<file path="src/rtl/uart_pkg.sv">
// uart_pkg: shared types and constants for the oversampling UART blocks.
package uart_pkg;

  typedef enum logic [2:0] {
    IDLE,
    START,
    DATA,
    PARITY,
    STOP
  } rx_state_e;

  localparam int unsigned OVERSAMPLE = 16;

  // Majority-vote sample positions within a 16-tick bit; the vote resolves on VOTE_T2
  localparam int unsigned VOTE_T0 = 7;
  localparam int unsigned VOTE_T1 = 8;
  localparam int unsigned VOTE_T2 = 9;

  // Clocks per oversample tick, truncated
  function automatic int unsigned calc_div(input int unsigned clk_mhz,
                                           input int unsigned baud);
    return (clk_mhz * 1000000) / (baud * OVERSAMPLE);
  endfunction

endpackage

</file>
<file path="src/rtl/uart_baud_tick.sv">
// uart_baud_tick: enable-gated divider emitting a one-clk tick every DIV clocks.
// Held at zero while disabled so the first tick lands DIV clocks after enable.
module uart_baud_tick #(
  parameter int unsigned DIV = 54
) (
  input  logic clk,
  input  logic rst,
  input  logic en,
  output logic tick
);

  localparam int unsigned CW = (DIV > 2) ? $clog2(DIV) : 1;

  if (DIV < 2) begin : g_bad_div
    $error("uart_baud_tick: DIV must be at least 2");
  end

  logic [CW-1:0] cnt_q;

  // Count while enabled, restart from zero whenever disabled
  always_ff @(posedge clk or posedge rst) begin
    if (rst) begin
      cnt_q <= '0;
      tick  <= 1'b0;
    end else if (!en) begin
      cnt_q <= '0;
      tick  <= 1'b0;
    end else if (cnt_q == CW'(DIV - 1)) begin
      cnt_q <= '0;
      tick  <= 1'b1;
    end else begin
      cnt_q <= cnt_q + CW'(1);
      tick  <= 1'b0;
    end
  end

endmodule

</file>
<file path="src/rtl/uart_rx_os.sv">
// uart_rx_os: 16x oversampling UART receiver with 3-sample majority vote,
// start-glitch rejection, frame/parity error flags and overrun reporting.
// Define UART_RX_PARITY_EN to add a parity bit after the data bits.
module uart_rx_os
  import uart_pkg::*;
#(
  parameter int unsigned CLK_FRE    = 100,
  parameter int unsigned BAUD_RATE  = 115200,
  parameter int unsigned DATA_BITS  = 8,
  parameter int unsigned STOP_BITS  = 1,
  parameter int unsigned PARITY_ODD = 0
) (
  input  logic                 clk,
  input  logic                 rst,
  input  logic                 rx_pin,
  output logic [DATA_BITS-1:0] rx_data,
  output logic                 rx_data_valid,
  input  logic                 rx_data_ready,
  output logic                 frame_err,
  output logic                 parity_err,
  output logic                 overrun
);

  localparam int unsigned DIV = calc_div(CLK_FRE, BAUD_RATE);
  localparam int unsigned TW  = $clog2(OVERSAMPLE);

  if (DATA_BITS < 5 || DATA_BITS > 9) begin : g_bad_data_bits
    $error("uart_rx_os: DATA_BITS must be 5..9");
  end
  if (STOP_BITS < 1 || STOP_BITS > 2) begin : g_bad_stop_bits
    $error("uart_rx_os: STOP_BITS must be 1 or 2");
  end
  if (PARITY_ODD > 1) begin : g_bad_parity_odd
    $error("uart_rx_os: PARITY_ODD must be 0 or 1");
  end

  rx_state_e            state_q;
  logic                 rx_meta_q, rx_sync_q, rx_prev_q;
  logic                 tick, tick_en;
  logic [TW-1:0]        tick_cnt_q, tick_idx;
  logic                 s7_q, s8_q;
  logic                 vote, vote_now;
  logic [DATA_BITS-1:0] shift_q;
  logic [3:0]           bit_cnt_q;
  logic                 stop_cnt_q;
  logic                 ferr_q, ferr_next;
  logic                 can_load;
`ifdef UART_RX_PARITY_EN
  localparam logic ODD = 1'(PARITY_ODD);
  logic perr_q;
`endif

  // Two-flop synchroniser plus one delayed copy for falling-edge detection
  always_ff @(posedge clk or posedge rst) begin
    if (rst) begin
      rx_meta_q <= 1'b1;
      rx_sync_q <= 1'b1;
      rx_prev_q <= 1'b1;
    end else begin
      rx_meta_q <= rx_pin;
      rx_sync_q <= rx_meta_q;
      rx_prev_q <= rx_sync_q;
    end
  end

  assign tick_en = (state_q != IDLE);

  uart_baud_tick #(
    .DIV(DIV)
  ) u_baud_tick (
    .clk (clk),
    .rst (rst),
    .en  (tick_en),
    .tick(tick)
  );

  // tick_idx is the position (mod 16) reached by the current tick
  assign tick_idx  = tick_cnt_q + TW'(1);
  assign vote_now  = tick && (tick_idx == TW'(VOTE_T2));
  assign vote      = (s7_q & s8_q) | (s7_q & rx_sync_q) | (s8_q & rx_sync_q);
  assign ferr_next = ferr_q | ~vote;
  // A finished frame may enter the output register unless an unaccepted word is held
  assign can_load  = ~rx_data_valid | rx_data_ready;

  // Sub-bit tick position and the two early vote samples; counter parked at 0 in IDLE
  always_ff @(posedge clk or posedge rst) begin
    if (rst) begin
      tick_cnt_q <= '0;
      s7_q       <= 1'b0;
      s8_q       <= 1'b0;
    end else if (!tick_en) begin
      tick_cnt_q <= '0;
    end else if (tick) begin
      tick_cnt_q <= tick_idx;
      if (tick_idx == TW'(VOTE_T0)) s7_q <= rx_sync_q;
      if (tick_idx == TW'(VOTE_T1)) s8_q <= rx_sync_q;
    end
  end

  // Frame FSM with registered output word, flags and overrun pulse
  always_ff @(posedge clk or posedge rst) begin
    if (rst) begin
      state_q       <= IDLE;
      shift_q       <= '0;
      bit_cnt_q     <= '0;
      stop_cnt_q    <= 1'b0;
      ferr_q        <= 1'b0;
      rx_data       <= '0;
      rx_data_valid <= 1'b0;
      frame_err     <= 1'b0;
      overrun       <= 1'b0;
`ifdef UART_RX_PARITY_EN
      perr_q        <= 1'b0;
      parity_err    <= 1'b0;
`endif
    end else begin
      overrun <= 1'b0;
      if (rx_data_valid && rx_data_ready) rx_data_valid <= 1'b0;

      unique case (state_q)
        IDLE: begin
          // Needs a 1->0 transition, so a held break cannot re-trigger
          if (rx_prev_q && !rx_sync_q) state_q <= START;
        end
        START: begin
          if (vote_now) begin
            state_q    <= vote ? IDLE : DATA;
            bit_cnt_q  <= '0;
            stop_cnt_q <= 1'b0;
            ferr_q     <= 1'b0;
`ifdef UART_RX_PARITY_EN
            perr_q     <= 1'b0;
`endif
          end
        end
        DATA: begin
          if (vote_now) begin
            shift_q <= {vote, shift_q[DATA_BITS-1:1]};
            if (bit_cnt_q == 4'(DATA_BITS - 1)) begin
`ifdef UART_RX_PARITY_EN
              state_q <= PARITY;
`else
              state_q <= STOP;
`endif
            end else begin
              bit_cnt_q <= bit_cnt_q + 4'd1;
            end
          end
        end
`ifdef UART_RX_PARITY_EN
        PARITY: begin
          if (vote_now) begin
            perr_q  <= vote ^ (^shift_q) ^ ODD;
            state_q <= STOP;
          end
        end
`endif
        STOP: begin
          if (vote_now) begin
            if (stop_cnt_q == 1'(STOP_BITS - 1)) begin
              // Commit at the last stop vote so the next start edge is not missed
              state_q <= IDLE;
              if (can_load) begin
                rx_data       <= shift_q;
                frame_err     <= ferr_next;
                rx_data_valid <= 1'b1;
`ifdef UART_RX_PARITY_EN
                parity_err    <= perr_q;
`endif
              end else begin
                overrun <= 1'b1;
              end
            end else begin
              stop_cnt_q <= 1'b1;
              ferr_q     <= ferr_next;
            end
          end
        end
        default: state_q <= IDLE;
      endcase
    end
  end

`ifndef UART_RX_PARITY_EN
  assign parity_err = 1'b0;
`endif

endmodule

</file>
<file path="config.mk">
export PLATFORM = sky130hd
export DESIGN_NAME = uart_rx_os
export DESIGN_NICKNAME = d
export VERILOG_FILES = /design/src/rtl/uart_pkg.sv /design/src/rtl/uart_baud_tick.sv /design/src/rtl/uart_rx_os.sv
export SDC_FILE = /design/constraint.sdc
export NUM_CORES = 1
export LEC_CHECK = 0
export BUFFER_PORTS_ARGS = -buffer_cell sky130_fd_sc_hd__buf_2
export CAP_MARGIN = 40
export CORE_UTILIZATION = 41
export CTS_CLUSTER_DIAMETER = 100
export DETAILED_ROUTE_END_ITERATION = 7
export PLACE_DENSITY = 0.66
export SETUP_SLACK_MARGIN = 0.5
export SYNTH_ARGS = -nofsm -noshare
export SYNTH_HDL_FRONTEND = slang
export SYNTH_HIERARCHICAL = 1
export SYNTH_SLANG_ARGS = --single-unit
</file>
<file path="constraint.sdc">
create_clock -name clk -period 2.75 [get_ports clk]
set_input_delay 0.55 -clock clk [delete_from_list [all_inputs] [get_ports clk]]
set_output_delay 0.55 -clock clk [all_outputs]
set_load 0.02 [all_outputs]
</file>
==> summary.md, run 1 <==
| Metric | Value |
|---|---|
| NumNets Final | 199 |
| DRT iter0 DRCs | 53 |
| Synth area leader | dfrtp_1 |
| Leakage power | 1.14 nW |
| Overflow after GRT | 0 |
| Post-synth top area share | 50.3% |
| Mapped Nets | 177 |
| Detail Route Antenna Nets | 0 |
| Max Fclk | 0.463 GHz |
| Clk slew on worst S/H paths | 80 ps |
| Critical Path AT | 2340 ps |
| Total wire length | 3.18 mm |
| Int Power | 0.897 mW |
| Min Tclk post-route | 2160 ps |
| Vias in the first global route | 1,254 |
| Clk pwr share | 31.3% |
| Area of the multi-input gates | 855 um2 |
| Reg2reg start | tick_cnt_q[0] |
| Max-slew headroom | 63.3% |
| Longest Clk Path Bufs | 2 |
| Switching share of power | 26.5% |
| Outcome | finished clean |
| Flop pwr share | 58.6% |
| Die W | 71.6 um |
| Placement Rows | 24 |
| TritonCTS clock tree | built |
| Fin crit share | 78.5% |
| Residual DRC | 0 |
| Routed len/inst | 13.2 um |
| Pre-antenna DRT Iters | 4 |
| Mapped Area | 1990 um2 |
| Max-cap violation count | 0 |
| CP startpoint kind | flip-flop |
| Num ports | 16 |
| Core region area | 4500 um2 |
| Peak supply drop | 223 uV |
| Worst reg2reg path depth | 7 |
| Routed vias | 1,256 |
| Share of cells above drive strength 1 | 33.3% |
| Ys flop type | dfrtp_1 |
| Critical Path RT | 2930 ps |
| Slack of the worst reg-to-reg path | 590 ps |
| Asr flop ratio synth | 100% |
| Crit. End Element | flip-flop |
| Number of synthesized register bits | 43 |
| Worst Skew | 4.20 ps |
| Power per cell area | 544 nW/um2 |
| Clock insertion delay at the later pin of the skew report | 290 ps |
| Largest cells by area after synthesis | dfrtp_1 50%, mux2_4 6.8%, mux2_2 6.2% |
| Initial antenna violation count | 0 |
| Sequential share of the synthesized area | 54.3% |
| P_sw | 0.323 mW |
| Synthesized instance count | 166 |
| Root buf cell | clkbuf_8 |
| RSZ-0062 raised after global routing | false |
| DIE AREA | 5130 um2 |
| Worst-Margin Slew | 546 ps |
| Setup TNS | 0 ps |
| Clk sink count | 43 |
| Register Area | 1080 um2 |
| IO buf count | 14 |
| Via density | 5.21 |
| Fill cell count | 392 |
| Hold Path Class | in -> async |
| WS Path Type | reg -> reg |
| Diodes inserted | 0 |
| Placed Cells | 228 |
| GR Util All Layers | 14.1% |
| Post-synth cell types | 37 |
| DP HPWL | 2.20 mm |
| Worst R2R End | rx_data[0] |
| EDFF count, synth | 0 |
| Endpoints failing setup | 0 |
| Pins over their slew limit | 0 |
| CTS Buf Count | 5 |
| Comb pwr share | 10.1% |
| YS warnings | 6 |
| Largest fanout on the critical path | 9 |
| Syn avg cell area | 12.0 um2 |
| Largest net degree at the start of global routing | 37 |
| First-pass GRT wire length | 5.57 mm |
| Post-route insts no fill | 241 |
| Die height | 71.6 um |
| Initial cell density of the core | 44.1% |
| H-tree depth | 2 |
| Final hold violations | 0 |
| GPL Wtd Cong | 0.876 |
| Syn-to-layout area delta | 12.8% |
flip-flops by register name, indices dropped and copies added, names as in the netlist:
| signal | count |
|---|---|
| shift_q | 8 |
| s8_q | 1 |
| rx_meta_q | 1 |
| rx_data | 8 |
| rx_prev_q | 1 |
| state_q | 3 |
| bit_cnt_q | 4 |
| s7_q | 1 |
| overrun | 1 |
| u_baud_tick/tick | 1 |
| rx_sync_q | 1 |
| tick_cnt_q | 4 |
| frame_err | 1 |
| ferr_q | 1 |
| u_baud_tick/cnt_q | 6 |
| rx_data_valid | 1 |
power by group through the flow:
stage | combinational [mW] | clock, mW | sequential, mW
after floorplan | 0.0990 | 0 | 0.719
final | 0.124 | 0.382 | 0.715
after global placement | 0.115 | 0 | 0.724
after global routing | 0.146 | 0.418 | 0.720
after CTS | 0.126 | 0.395 | 0.714
after detailed placement | 0.124 | 0 | 0.726
final cells by class:
class	count	area share [%]
multi-input cells	109	38.1
repair buffers	21	5.64
flip-flops and latches	43	48.3
inverters	8	1.34
well taps	52	2.90
clock inverters	3	0.670
clock buffers	5	3.07
how the worst max path moves through the flow:
stage,start,endpoint,slack (ps),cells after the start
2_1_floorplan,tick_cnt_q[0],frame_err,600,6
3_3_place_gp,tick_cnt_q[0],rx_data[3],460,7
3_5_place_dp,tick_cnt_q[0],rx_data[0],400,7
4_1_cts,tick_cnt_q[0],bit_cnt_q[3],510,8
5_1_grt,tick_cnt_q[0],frame_err,510,7
6_report,tick_cnt_q[0],rx_data[0],590,7
metal layers:
layer,up-vias,global-route usage [%],share of wire (%)
li1,610,-,-
met1,616,17.7,47
met2,24,22.1,47
met3,6,5.63,4.2
met4,0,5.01,1.1
met5,-,0,0
critical path, stage by stage (launching register included):
cell,delay (ps)
dfrtp_2,460
inv_2,70
ha_1,140
nand2_1,60
or3_1,350
o31a_1,140
or3b_4,500
mux2_4,320
synth_stat cells (2+ instances only):
master	count
dfstp_2	3
xnor2_1	3
nor2_1	14
inv_1	8
xor2_1	6
nand3_1	6
nand2b_1	7
mux2i_1	2
mux2_4	9
o21ai_0	4
nand4_1	3
nand3b_1	2
ha_1	7
nand2_1	8
buf_4	2
clkbuf_1	3
or3_1	4
nor2b_1	3
mux2_2	11
dfrtp_1	40
nor3_1	5
stage by stage:
stage / hold WS, ps / power [mW] / utilization, % / setup slack, ps / instance area (um2)
floorplan: 345 / 0.818 / - / 599 / 1990
global placement: 346 / 0.840 / 46.6 / 461 / 2100
detailed placement: 349 / 0.850 / 46.6 / 401 / 2100
CTS: 182 / 1.24 / 48.6 / 507 / 2190
global route: 199 / 1.28 / 49.8 / 506 / 2240
finish: 181 / 1.22 / 49.8 / 590 / 2240
repair_timing:
| action | in CTS | in global routing |
|---|---|---|
| endpoints found under the hold margin | 0 | 0 |
| hold buffers | 0 | 0 |
| endpoints found under the setup margin | 10 | 19 |
| setup buffers | 0 | 5 |
| gates resized for setup | 3 | 6 |
logic make-up after synthesis:
group                    Yosys count  share of synthesized area, %
other                              1                         0.189
AND/OR/NAND/NOR                   55                          14.5
multiplexers                      22                          14.0
XOR/XNOR                           9                          3.96
flip-flops                        43                          54.3
buffers and inverters             14                          3.40
adder cells (fa/ha/maj)            8                          4.91
AO/OA/AOI/OAI                     14                          4.72
layout by cell type (no fill, tap or decap), types with 7 or more instances in the layout:
| cell type | n |
|---|---|
| dfrtp_1 | 38 |
| nand2_1 | 8 |
| nor2_1 | 14 |
| nand2b_1 | 7 |
| mux2_4 | 9 |
| mux2_2 | 11 |
| buf_2 | 14 |
Power figures use the tool's default switching activity.
==> run 2: changes to the inputs <==
clock period = 2.2 ns   (was 2.75 ns; I/O delays follow)
==> run 2 against run 1 <==
Compared with the run above:
- non-clock buffer count increased by 13
- final area increased by 8.6%
- fmax increased by 1.3%
- count of clock-buffer cells in the layout increased by 3
- hold slack got worse by 98 ps
- routed wire length increased by 15%
- global-route usage increased by 1.6 points
- largest power group unchanged
==> summary.md, run 2 (synthesis results as in run 1) <==
| Metric | Value |
|---|---|
| Power per cell area | 653 nW/um2 (+20%) |
| Hold Path Class | in -> async |
| Fin crit share | 96.9% (+18 points) |
| Routed len/inst | 14.4 um (+8.8%) |
| Pre-antenna DRT Iters | 6 (+2) |
| Setup TNS | 0 ps (unchanged) |
| Routed wire length on met2 | 1.91 mm (+27%) |
| NumNets Final | 212 (+6.5%) |
| RSZ-0062 raised after global routing | true |
| Biggest registers after layout | rx_data x8, shift_q x8, u_baud_tick/cnt_q x6 |
| Cts hold-fix bufs | 0 (unchanged) |
| Syn-to-layout area delta | 22.5% |
| GPL Wtd Cong | 0.842 (-3.8%) |
| DIE AREA | 5130 um2 (unchanged) |
| IO buf count | 14 (unchanged) |
| Post-DP Area | 2160 um2 (+2.7%) |
| WS Path Type | reg -> reg |
| Final hold violations | 0 (unchanged) |
| Peak supply drop | 410 uV (+84%) |
| Via density | 5.14 (-1.3%) |
| Min Tclk post-route | 2130 ps (-28.3 ps) |
| Max Fclk | 0.469 GHz (+1.3%) |
| TritonCTS clock tree | built |
| Overflow after GRT | 0 (unchanged) |
| M1 WL | 1.54 mm (+2.4%) |
| Num ports | 16 (unchanged) |
| Critical Path AT | 2300 ps (-40 ps) |
| Detail Route Antenna Nets | 0 (unchanged) |
| Die W | 71.6 um (unchanged) |
| Residual DRC | 0 (unchanged) |
| CP startpoint kind | flip-flop |
| Max-cap violation count | 0 (unchanged) |
| CTS Buf Count | 5 (unchanged) |
| Clk sink count | 43 (unchanged) |
| GR Util All Layers | 15.7% (+1.6 points) |
| Pins over their slew limit | 0 (unchanged) |
| Fin util | 54.1% (+4.3 points) |
| Total wire length | 3.65 mm (+15%) |
| Clock insertion delay at the later pin of the skew report | 290 ps (about the same) |
| Fill cell count | 393 (+0.26%) |
| Core region area | 4500 um2 (unchanged) |
| Design area | 2440 um2 (+8.6%) |
| Root buf cell | clkbuf_8 |
| Vias in the first global route | 1,357 (+8.2%) |
| Placement Rows | 24 (unchanged) |
| Share of cells above drive strength 1 | 41.6% (+8.3 points) |
| Leakage power | 1.22 nW (+7.5%) |
| Leading cell type in the layout, fill and taps excluded | dfrtp_1 |
| H-tree depth | 2 (unchanged) |
| Longest Clk Path Bufs | 2 (unchanged) |
| DP HPWL | 2.44 mm (+11%) |
| Die height | 71.6 um (unchanged) |
| First-pass GRT wire length | 6.18 mm (+11%) |
| Diodes inserted | 0 (unchanged) |
| Largest net degree at the start of global routing | 37 (unchanged) |
| Largest fanout on the critical path | 5 (-4) |
| Outcome | finished clean |
| Endpoints failing setup | 0 (unchanged) |
| Routed vias | 1,306 (+4.0%) |
| Highest Signal Layer | met4 |
| Critical Path RT | 2370 ps (-560 ps) |
| Initial antenna violation count | 0 (unchanged) |
| Initial cell density of the core | 44.1% (unchanged) |
| Clk slew on worst S/H paths | 70 ps (about the same) |
| Hold_ws | 82.2 ps (-98.3 ps) |
| Crit. End Element | flip-flop |
| Highest-count cells in the layout ignoring fill and taps | 40 x dfrtp_1, 15 x buf_4, 14 x buf_2 |
| Wire length on met3 | 110 um (-17%) |
| DRT iter0 DRCs | 46 (-13%) |
| Worst Skew | 3.71 ps (-0.489 ps) |
[run 2: where the power goes]
group	internal [mW]	total, mW	switching [mW]
Clock	0.286	0.530	0.244
Sequential	0.841	0.897	0.0560
Combinational	0.0681	0.163	0.0951
[run 2: critical path, cell delays in order, from the launching register on]
cell	delay [ps]
dfrtp_1	420
inv_2	90
ha_4	120
nand2_2	50
or3_1	330
o31a_1	140
or3b_4	410
buf_6	150
mux2_4	290
[run 2: stage by stage]
stage / power, mW / std cells / worst slack (ps)
floorplan: 1.02 / 166 / 113
global placement: 1.05 / 235 / 146
detailed placement: 1.07 / 235 / 72.0
CTS: 1.61 / 253 / 149
global route: 1.68 / 254 / 25.5
finish: 1.59 / 254 / 68.6
[run 2: layout make-up]
cell class	count	area [um2]	share of cell area, %
Sequential cell	43	1080	44.3
Multi-Input combinational cell	109	922	37.9
Timing Repair Buffer	34	239	9.81
Clock buffer	8	100	4.11
Tap cell	52	65.1	2.67
Inverter	8	30.0	1.23
[run 2: final timing paths]
path	from	end	slack, ps	depth (start not counted)
min in group clk	rx_pin	rx_meta_q	250	1
worst max register to register	tick_cnt_q[0]	rx_data[0]	70	8
max in group asynchronous	rst	rx_prev_q	1620	3
worst min register to register	rx_meta_q	rx_sync_q	360	0
worst min-delay path	rst	u_baud_tick/cnt_q[2]	80	2
worst max-delay path	tick_cnt_q[0]	rx_data[0]	70	8
[run 2: what timing repair did]
item / in CTS / in global routing
cloned: 1 / 0
setup buffers: 9 / 1
resized for setup: 16 / 9
pin swaps: 2 / 2
endpoints found under the setup margin: 25 / 27
[run 2: routing by layer]
metal  global-route usage, %  vias up
met5                       0        -
met2                    27.0       26
met4                    6.10        0
li1                        -      635
met3                    4.50       11
met1                    18.5      634
==> run 3: changes to the inputs <==
ABC_AREA = 1   (was default)
==> run 3 against run 2 <==
Compared with the run above:
- critical path depth grew 2
- count of clock-buffer cells in the layout fell by 3
- fmax up 35%
- area after synthesis grew 3.0%
- sequential share of layout area rose by 3.0 points
==> summary.md, run 3 <==
| Metric | Value |
|---|---|
| Asr flop ratio synth | 100% (unchanged) |
| DIE AREA | 5280 um2 (+2.9%) |
| First-pass GRT wire length | 6.37 mm (+3.1%) |
| Die W | 72.7 um (+1.4%) |
| Overflow after GRT | 0 (unchanged) |
| Final hold violations | 0 (unchanged) |
| CP peak stage delay | 420 ps (about the same) |
| TritonCTS clock tree | built |
| CP Buf/Inv Count | 2 (unchanged) |
| Min Tclk post-route | 1580 ps (-552 ps) |
| Endpoints failing setup | 0 (unchanged) |
| Biggest registers after layout | rx_data x8, shift_q x8, u_baud_tick/cnt_q x6 |
| Via density | 4.72 (-8.2%) |
| Setup TNS | 0 ps (unchanged) |
| Hold Path Class | in -> async |
| Slack of the worst reg-to-reg path | 620 ps (+550 ps) |
| Critical Path AT | 1810 ps (-490 ps) |
| NumNets Final | 260 (+23%) |
| Critical Path RT | 2430 ps (+60 ps) |
| CP startpoint kind | flip-flop |
| Highest-count cells in the layout ignoring fill and taps | 65 x nand2_1, 39 x dfrtp_1, 27 x nand3_1 |
| Synthesized instance count | 229 (+38%) |
| Worst R2R End | rx_data[7] |
| Worst Setup SP | tick_cnt_q[0] |
| Core region area | 4750 um2 (+5.6%) |
| Syn-to-layout area delta | 11.6% |
| Synthesized-area fraction occupied by adder cells | 4.28% (-0.63 points) |
| Leakage power | 1.22 nW (+0.11%) |
| Syn avg cell area | 8.94 um2 (-25%) |
| Die height | 72.7 um (+1.4%) |
| Vias in the first global route | 1,462 (+7.7%) |
| GPL Wtd Cong | 0.788 (-6.5%) |
| Initial cell density of the core | 43.1% (-1.1 points) |
| Post-synth top area share | 48.9% (-1.4 points) |
| Share of cells above drive strength 1 | 23.2% (-18 points) |
| DRT iter0 DRCs | 105 (+130%) |
| Placement Rows | 25 (+4.2%) |
| YS warnings | 6 (unchanged) |
| Sequential share of the synthesized area | 52.8% (-1.6 points) |
| Worst path cell trace | ha_2 -> inv_1 -> nand2_1 -> nand2_4 -> nor2_4 -> nand2_4 -> nor2_4 -> buf_4 -> nand3_1 -> nand2_1 |
| Max Fclk | 0.633 GHz (+35%) |
| Post-synth top cells | 65 x nand2_1, 40 x dfrtp_1, 27 x nand3_1, 21 x inv_1 |
| Number of synthesized register bits | 43 (unchanged) |
| Clock insertion delay at the later pin of the skew report | 290 ps (about the same) |
| Mapped Area | 2050 um2 (+3.0%) |
| IO buf count | 14 (unchanged) |
| Reg2reg start | tick_cnt_q[0] |
| CP delay by family, top | simple AND/OR/NAND/NOR gates |
| EDFF count, synth | 0 (unchanged) |
| Pre-antenna DRT Iters | 4 (-2) |
| Root buf cell | clkbuf_8 |
| Peak supply drop | 495 uV (+21%) |
| Count leader, synth | nand2_1 |
| Largest cells by area after synthesis | dfrtp_1 49%, nand2_1 12%, nand3_1 6.6% |
| Simple-Gate Fraction of Synth Area | 30.6% (+16 points) |
| CP max stage cell | dfrtp_1 |
| Longest Clk Path Bufs | 2 (unchanged) |
| Hold_ws | 72.7 ps (-9.50 ps) |
| Leading cell type in the layout, fill and taps excluded | nand2_1 |
| Worst Skew | 7.91 ps (+4.20 ps) |
| Total wire length | 3.41 mm (-6.7%) |
| Largest fanout on the critical path | 7 (+2) |
| Diodes inserted | 0 (unchanged) |
| Largest family of logic cells by synthesized area | simple AND/OR/NAND/NOR gates |
| Clk slew on worst S/H paths | 80 ps (about the same) |
| Routed vias | 1,496 (+15%) |
| Power per cell area | 757 nW/um2 (+16%) |
| Ys flop type | dfrtp_1 |
| GR Util All Layers | 15.5% (-0.18 points) |
| Mapped Nets | 240 (+36%) |
| Pins over their slew limit | 0 (unchanged) |
| Worst reg2reg path depth | 10 (+2) |
| Max-cap violation count | 0 (unchanged) |
| RSZ-0062 raised after global routing | false |
| Compound-Gate Fraction of Synth Area | 3.73% (-0.99 points) |
| Crit. End Element | flip-flop |
| Num ports | 16 (unchanged) |
| Outcome | finished clean |
| Synth area leader | dfrtp_1 |
| Cts hold-fix bufs | 0 (unchanged) |
| Worst setup path endpoint | rx_data[7] |
| CTS Buf Count | 5 (unchanged) |
| Fin crit share | 71.8% (-25 points) |
| Residual DRC | 0 (unchanged) |
| Crit. path cell count | 10 (+2) |
| Clk sink count | 43 (unchanged) |
| H-tree depth | 2 (unchanged) |
| Post-Synth XOR/XNOR Area | 1.71% (-2.3 points) |
| Mux cell area share after synthesis | 0% (-14 points) |
| DP HPWL | 2.40 mm (-1.8%) |
| WS Path Type | reg -> reg |
| Post-synth cell types | 27 (-27%) |
| Initial antenna violation count | 0 (unchanged) |
| Largest net degree at the start of global routing | 37 (unchanged) |
| Detail Route Antenna Nets | 0 (unchanged) |
| Routed len/inst | 10.7 um (-25%) |
==> run 3: cell count changes after synthesis, sizes merged, moves of 3 or more <==
cell / before / now
nand2: 8 / 74
nand3: 7 / 30
inv: 8 / 28
mux2: 20 / 0
nand2b: 7 / 0
o21ai: 5 / 11
nand4: 3 / 8
nor3: 5 / 0
or3: 4 / 0
xor2: 6 / 2
clkbuf: 3 / 0
nor2b: 3 / 0
==> run 3: metrics by stage <==
step | power [mW] | util [%] | std cells | instance area [um2] | setup WS (ps)
after global routing | 1.84 | 48.1 | 317 | 2280 | 501
final | 1.73 | 48.1 | 317 | 2280 | 621
after CTS | 1.75 | 47.9 | 317 | 2280 | 599
after global placement | 1.26 | 45.8 | 307 | 2180 | 541
after detailed placement | 1.27 | 45.8 | 307 | 2180 | 487
after floorplan | 1.19 | - | 229 | 2050 | 818
==> run 3: routing by layer <==
metal	wire length [um]	share of wire [%]	GRT usage, %	up-vias
met5	0	0	0	-
met4	42	1.2	5.23	0
met3	93	2.7	3.73	4
met2	1470	43	24.6	19
met1	1800	53	20.9	703
li1	-	-	-	770
==> run 3: worst min path at each step <==
stage	startpoint	to	slack [ps]	depth (start not counted)
after floorplan	rst	u_baud_tick/cnt_q[0]	240	1
final	rst	u_baud_tick/cnt_q[3]	70	2
after global placement	rx_meta_q	rx_sync_q	350	0
after global routing	rst	u_baud_tick/cnt_q[3]	100	2
after detailed placement	rx_meta_q	rx_sync_q	350	0
after CTS	rst	u_baud_tick/cnt_q[3]	80	2
==> run 3: layout make-up <==
| type | instances | area [um2] |
|---|---|---|
| Fill cell | 496 | 2470 |
| Timing Repair Buffer | 17 | 92.6 |
| Clock buffer | 5 | 68.8 |
| Tap cell | 67 | 83.8 |
| Multi-Input combinational cell | 154 | 836 |
| Inverter | 28 | 108 |
| Sequential cell | 43 | 1080 |
| Clock inverter | 3 | 15.0 |
==> run 3: worst register-to-register path: stages (launching register included) <==
cell	delay [ps]
dfrtp_1	420
ha_2	210
inv_1	40
nand2_1	100
nand2_4	80
nor2_4	100
nand2_4	90
nor2_4	140
buf_4	170
nand3_1	80
nand2_1	90
==> run 3: logic make-up after synthesis <==
group,after synthesis
AND/OR/NAND/NOR,128
flip-flops,43
buffers and inverters,32
AO/OA/AOI/OAI,14
adder cells (fa/ha/maj),7
XOR/XNOR,4
other,1
==> run 3: power by group <==
group | switching (mW) | leakage, nW | internal [mW]
sequential | 0.0448 | 0.583 | 0.837
clock | 0.263 | 0.0477 | 0.217
combinational | 0.255 | 0.593 | 0.111
total | 0.563 | 1.22 | 1.17
==> run 3: repair_timing <==
item | 4_1_cts | 5_1_grt
endpoints found under the setup margin | 9 | 13
buffers inserted | 2 | 0
pin swaps | 1 | 1
resized for setup | 0 | 3
hold endpoints to repair | 0 | 0
